### config.mk
export PLATFORM = sky130hd
export DESIGN_NAME = text_overlay_renderer
export DESIGN_NICKNAME = d
export VERILOG_FILES = /design/src/rtl/tcg_pkg.sv /design/src/rtl/text_buffer.sv /design/src/rtl/text_overlay_renderer.sv
export SDC_FILE = /design/constraint.sdc
export NUM_CORES = 1
export LEC_CHECK = 0
export ABC_AREA = 0
export BUFFER_PORTS_ARGS = -buffer_cell sky130_fd_sc_hd__buf_2
export CAP_MARGIN = 20
export CORE_MARGIN = 2
export CORE_UTILIZATION = 45
export CTS_CLUSTER_SIZE = 24
export DETAILED_ROUTE_END_ITERATION = 6
export GPL_ROUTABILITY_DRIVEN = 1
export PLACE_DENSITY_LB_ADDON = 0.1
export SYNTH_ARGS = -nofsm -noshare
export SYNTH_HDL_FRONTEND = slang
export SYNTH_HIERARCHICAL = 1
export SYNTH_SLANG_ARGS = --single-unit
### constraint.sdc
create_clock -name clk -period 5.1 [get_ports clk]
set_input_delay 0.765 -clock clk [delete_from_list [all_inputs] [get_ports clk]]
set_output_delay 0.765 -clock clk [all_outputs]
set_load 0.02 [all_outputs]
### src/rtl/tcg_pkg.sv
// -----------------------------------------------------------------------------
// tcg_pkg
// Shared constants and types for the text overlay renderer and its
// character-generator ROM interface.
//   CHAR_W         width of a character code
//   GROW_W         width of the glyph row index
//   GLYPH_W        width of one glyph row (MSB = leftmost pixel)
//   TCG_ADDR_W     character ROM address width {char, glyph_row}
//   ATTR_BLINK_BIT position of the blink attribute in a stored text cell
//   text_cell_t    one stored text cell {attr, code}
// -----------------------------------------------------------------------------
package tcg_pkg;

    localparam int CHAR_W         = 6;
    localparam int GROW_W         = 3;
    localparam int GLYPH_W        = 8;
    localparam int TCG_ADDR_W     = 9;
    localparam int ATTR_BLINK_BIT = 6;

    typedef struct packed {
        logic              attr;
        logic [CHAR_W-1:0] code;
    } text_cell_t;

endpackage

### src/rtl/text_buffer.sv
// -----------------------------------------------------------------------------
// text_buffer
// Simple dual-port RAM holding the text cells. One write port, one
// synchronous read port, read-first: a read and a write to the same address
// on the same edge return the value stored before that edge.
// There is no reset; contents rely on the device's zero initialisation at
// configuration time, so power-up cells hold code 0 (renders blank).
// Ports:
//   clk      clock
//   wr_en    write strobe
//   wr_addr  write address
//   wr_data  write data
//   rd_addr  read address (sampled every edge)
//   rd_data  registered read data, valid the cycle after rd_addr
// -----------------------------------------------------------------------------
module text_buffer #(
    parameter int AW = 7,
    parameter int DW = 7
) (
    input  logic          clk,
    input  logic          wr_en,
    input  logic [AW-1:0] wr_addr,
    input  logic [DW-1:0] wr_data,
    input  logic [AW-1:0] rd_addr,
    output logic [DW-1:0] rd_data
);

    logic [DW-1:0] mem [0:(1<<AW)-1];

    // Both statements are non-blocking, so the read sees the pre-write value.
    always_ff @(posedge clk) begin
        if (wr_en) begin
            mem[wr_addr] <= wr_data;
        end
        rd_data <= mem[rd_addr];
    end

endmodule

### src/rtl/text_overlay_renderer.sv
// -----------------------------------------------------------------------------
// text_overlay_renderer
// HUD/score text layer. For each raster pixel it locates the text cell,
// reads the character code from the text buffer, drives the character ROM
// address and registers the selected glyph bit. Fixed latency of 2 cycles
// from pixel input to text_on/out_valid.
//
// Optional feature macro: BLINK_EN. When defined, cells with the blink
// attribute are blanked during the odd half of a frame-counted blink period.
// Without it the attribute is stored but ignored and frame_start is unused.
//
// Ports:
//   clk          pixel clock
//   reset        asynchronous, active-high reset
//   pix_valid    hcount/vcount valid this cycle
//   hcount       current pixel x
//   vcount       current pixel y
//   frame_start  one-cycle pulse per frame (blink timing only)
//   wr_en        text buffer write strobe
//   wr_addr      text buffer write address {row, col}
//   wr_char      cell to write: bit6 = blink attribute, [5:0] = code
//   tcg_addr     character ROM address {code, glyph_row}
//   tcg_data     character ROM data, combinational from tcg_addr
//   text_on      registered pixel, 1 = glyph pixel lit
//   out_valid    pix_valid delayed to align with text_on
// -----------------------------------------------------------------------------
module text_overlay_renderer
    import tcg_pkg::*;
#(
    parameter logic [9:0] X0           = 10'd16,
    parameter logic [9:0] Y0           = 10'd16,
    parameter int         COLS_LOG2    = 5,
    parameter int         ROWS_LOG2    = 2,
    parameter int         BLINK_FRAMES = 30
) (
    input  logic                          clk,
    input  logic                          reset,
    input  logic                          pix_valid,
    input  logic [9:0]                    hcount,
    input  logic [9:0]                    vcount,
    input  logic                          frame_start,
    input  logic                          wr_en,
    input  logic [COLS_LOG2+ROWS_LOG2-1:0] wr_addr,
    input  logic [6:0]                    wr_char,
    output logic [TCG_ADDR_W-1:0]         tcg_addr,
    input  logic [GLYPH_W-1:0]            tcg_data,
    output logic                          text_on,
    output logic                          out_valid
);

    localparam int AW  = COLS_LOG2 + ROWS_LOG2;
    localparam int DXW = COLS_LOG2 + 3;
    localparam int DYW = ROWS_LOG2 + 3;
    localparam int DW  = $bits(text_cell_t);

    // Region edges at 11 bits so X0 + width cannot overflow.
    localparam logic [10:0] X_END = {1'b0, X0} + 11'(8 << COLS_LOG2);
    localparam logic [10:0] Y_END = {1'b0, Y0} + 11'(8 << ROWS_LOG2);

    // ---------------- S0: region check and buffer address ----------------
    logic           in_reg;
    logic [DXW-1:0] dx;
    logic [DYW-1:0] dy;
    logic [AW-1:0]  rd_addr;

    assign in_reg = ({1'b0, hcount} >= {1'b0, X0}) && ({1'b0, hcount} < X_END) &&
                    ({1'b0, vcount} >= {1'b0, Y0}) && ({1'b0, vcount} < Y_END);

    // Offsets are only formed inside the region, so they never wrap.
    always_comb begin
        dx = '0;
        dy = '0;
        if (in_reg) begin
            dx = DXW'(hcount - X0);
            dy = DYW'(vcount - Y0);
        end
    end

    assign rd_addr = {dy[DYW-1:3], dx[DXW-1:3]};

    // S1 registers. live_d1 folds pix_valid in so a bubble never lights a
    // pixel nor drives a ROM address.
    logic              live_d1;
    logic              valid_d1;
    logic [GROW_W-1:0] grow_d1;
    logic [2:0]        bidx_d1;

    always_ff @(posedge clk or posedge reset) begin
        if (reset) begin
            live_d1  <= 1'b0;
            valid_d1 <= 1'b0;
            grow_d1  <= '0;
            bidx_d1  <= '0;
        end else begin
            live_d1  <= in_reg & pix_valid;
            valid_d1 <= pix_valid;
            grow_d1  <= dy[2:0];
            bidx_d1  <= dx[2:0];
        end
    end

    // ---------------- Text buffer ----------------
    logic [DW-1:0] rd_q;

    text_buffer #(
        .AW (AW),
        .DW (DW)
    ) u_text_buffer (
        .clk     (clk),
        .wr_en   (wr_en),
        .wr_addr (wr_addr),
        .wr_data (wr_char),
        .rd_addr (rd_addr),
        .rd_data (rd_q)
    );

    // ---------------- S1: ROM address and glyph bit ----------------
    logic lit;
    logic blank;

    assign tcg_addr = live_d1 ? {rd_q[CHAR_W-1:0], grow_d1} : '0;
    // MSB of the glyph row is the leftmost pixel.
    assign lit      = live_d1 & tcg_data[3'(GLYPH_W-1) - bidx_d1];

`ifdef BLINK_EN
    localparam int BCW = (BLINK_FRAMES > 1) ? $clog2(BLINK_FRAMES) : 1;

    logic [BCW-1:0] blink_cnt;
    logic           blink_phase;

    always_ff @(posedge clk or posedge reset) begin
        if (reset) begin
            blink_cnt   <= '0;
            blink_phase <= 1'b0;
        end else if (frame_start) begin
            if (blink_cnt == BCW'(BLINK_FRAMES - 1)) begin
                blink_cnt   <= '0;
                blink_phase <= ~blink_phase;
            end else begin
                blink_cnt <= blink_cnt + 1'b1;
            end
        end
    end

    assign blank = rd_q[ATTR_BLINK_BIT] & blink_phase;
`else
    logic unused_blink;
    assign unused_blink = &{1'b0, frame_start, rd_q[ATTR_BLINK_BIT], 1'(BLINK_FRAMES)};
    assign blank        = 1'b0;
`endif

    // ---------------- S2: registered outputs ----------------
    always_ff @(posedge clk or posedge reset) begin
        if (reset) begin
            text_on   <= 1'b0;
            out_valid <= 1'b0;
        end else begin
            text_on   <= lit & ~blank;
            out_valid <= valid_d1;
        end
    end

endmodule
==> results.tsv <==
metric	value	unit
status	complete, no violations	
Post-Syn Nets	1392	
CTS tree	done	
placed cell areas	0.0322	mm2
crit path DAT	4510	ps
PwrDens	379	mW/mm2
Worst Path Max Fanout	38	
total power	13.2	mW
clk sinks	784	
Placer Congestion	0.759	
Max-Cap Viols	0	
Clk Latency, worst-skew pair	620	ps
Max Buffers Root-to-Sink	3	
drt pass-1 iters	5	
setup repair bufs after CTS	0	
Final Cell Area	0.0349	mm2
Place WS	475	ps
crit start category	input pin	
Syn Inst Count	1343	
post-cts sizing count	0	
CORE AREA	0.0674	mm2
overall routing resource usage	0.198	
via count of the first global-routing pass	14336	
Area Growth Syn to Fin	13.7	%
Crit. Startpoint	hcount[4]	
cts hold-fix bufs	0	
detailed-route wire length per cell	28.5	um
Slew Viols, Final	0	
Overflow after GRT	0	
Setup violations, final	0	
Hold WS	134	ps
Lkg Pwr	10.4	nW
worst rel slew slack	0.286	
Setup CP Type	in -> reg	
final hold vios	0	
final antenna diode count	0	
largest net degree at the start of global routing	98	
initial drt markers	1264	
actual slew at the worst max-slew pin	1070	ps
critical path required time	5600	ps
FF-to-FF path depth	4	
internal reg-to-reg setup slack	2660	ps
IO Port Bufs	55	
number of remaining DRC errors	0	
vias	13859	
initial antenna violation count	6	
Peak Freq	250	MHz
most common cell after layout, fill and taps aside	edfxtp_1	
RR Startpoint	u_text_buffer/mem[84][5]	
Multi-input gate area	0.00689	mm2
drt via density	5.82	
clk slew on worst S/H paths	60	ps
register area	0.0234	mm2
Final Skew	14.9	ps
Die X	265	um
Root Driver	clkbuf_16	
CTS H-tree depth	3	
Total Routed Length	67.8	mm
crit path time final	4010	ps
Layout fillers	5173	
Vert. Die Dim	265	um
HPWL after detailed placement	41.4	mm
commonest non-fill, non-tap cells in the layout	768 x edfxtp_1, 253 x mux4_2, 124 x nor2_1, 85 x clkbuf_16, 50 x buf_2	
nets@finish	1494	
initial core utilization	0.455	
RSZ-0062 raised after global routing	no	
remaining antenna violation count after routing	0	
layout cells sized above 1	0.325	
worst vdd ir	0.000301	V
Worst Setup End Kind	flip-flop	
I/O Pins	58	
Hold Path Class	in -> async	
dpl cells	2232	
Synth Warn #	6	
Rows	95	
syn avg cell area	22.8	um2
post-layout util	0.518	
die footprint	0.0703	mm2
setup ws final	1090	ps
first-pass GRT wire length	99.4	mm
Critical R2R Capture	u_text_buffer/rd_data[5]	
non-filler instance count after layout	2380	
final worst path period share	0.786	
Syn Std Cell Area	0.0307	mm2
Fin Setup TNS	0	ps
cts bufs inserted	81	
## layer usage
layer,routed length (um),track usage
met4,1780,0.0641
met5,68,0
met3,4290,0.0413
met1,29700,0.289
met2,31900,0.304
## how the worst max path moves through the flow
stage / endpoint / depth (start not counted) / slack [ps]
after floorplan: u_text_buffer/rd_data[0] / 12 / 820
after global placement: u_text_buffer/rd_data[3] / 12 / 460
after detailed placement: u_text_buffer/rd_data[3] / 12 / 480
after CTS: u_text_buffer/rd_data[3] / 12 / 1110
after global routing: u_text_buffer/rd_data[3] / 12 / 950
final: u_text_buffer/rd_data[4] / 13 / 1090
## flip-flops by register name, indices dropped and copies added, names as in the netlist
signal / flops
grow_d1: 3
u_text_buffer/mem: 768
out_valid: 1
u_text_buffer/rd_data: 6
text_on: 1
live_d1: 1
bidx_d1: 3
valid_d1: 1
## where the power goes
part	leakage, nW	total [mW]	switching [mW]	internal (mW)
sequential	7.09	7.10	0.00546	7.10
clock	1.28	5.86	2.38	3.48
combinational	2.04	0.245	0.188	0.0580
## critical path, stage by stage
cell	delay, ps
buf_2	130
inv_1	60
ha_1	180
nor3b_1	240
o2111ai_2	150
buf_4	240
nor3_4	220
buf_12	310
buf_4	350
mux4_2	390
mux4_2	530
mux4_2	560
mux2_2	290
## final cells by class
class,count,share of cell area
Timing Repair Buffer,100,0.0228
Clock inverter,49,0.0136
Sequential cell,784,0.672
Tap cell,873,0.0313
Inverter,6,0.000646
Clock buffer,96,0.0622
Multi-Input combinational cell,472,0.198
No activity file was read; power rests on OpenSTA's default activity.
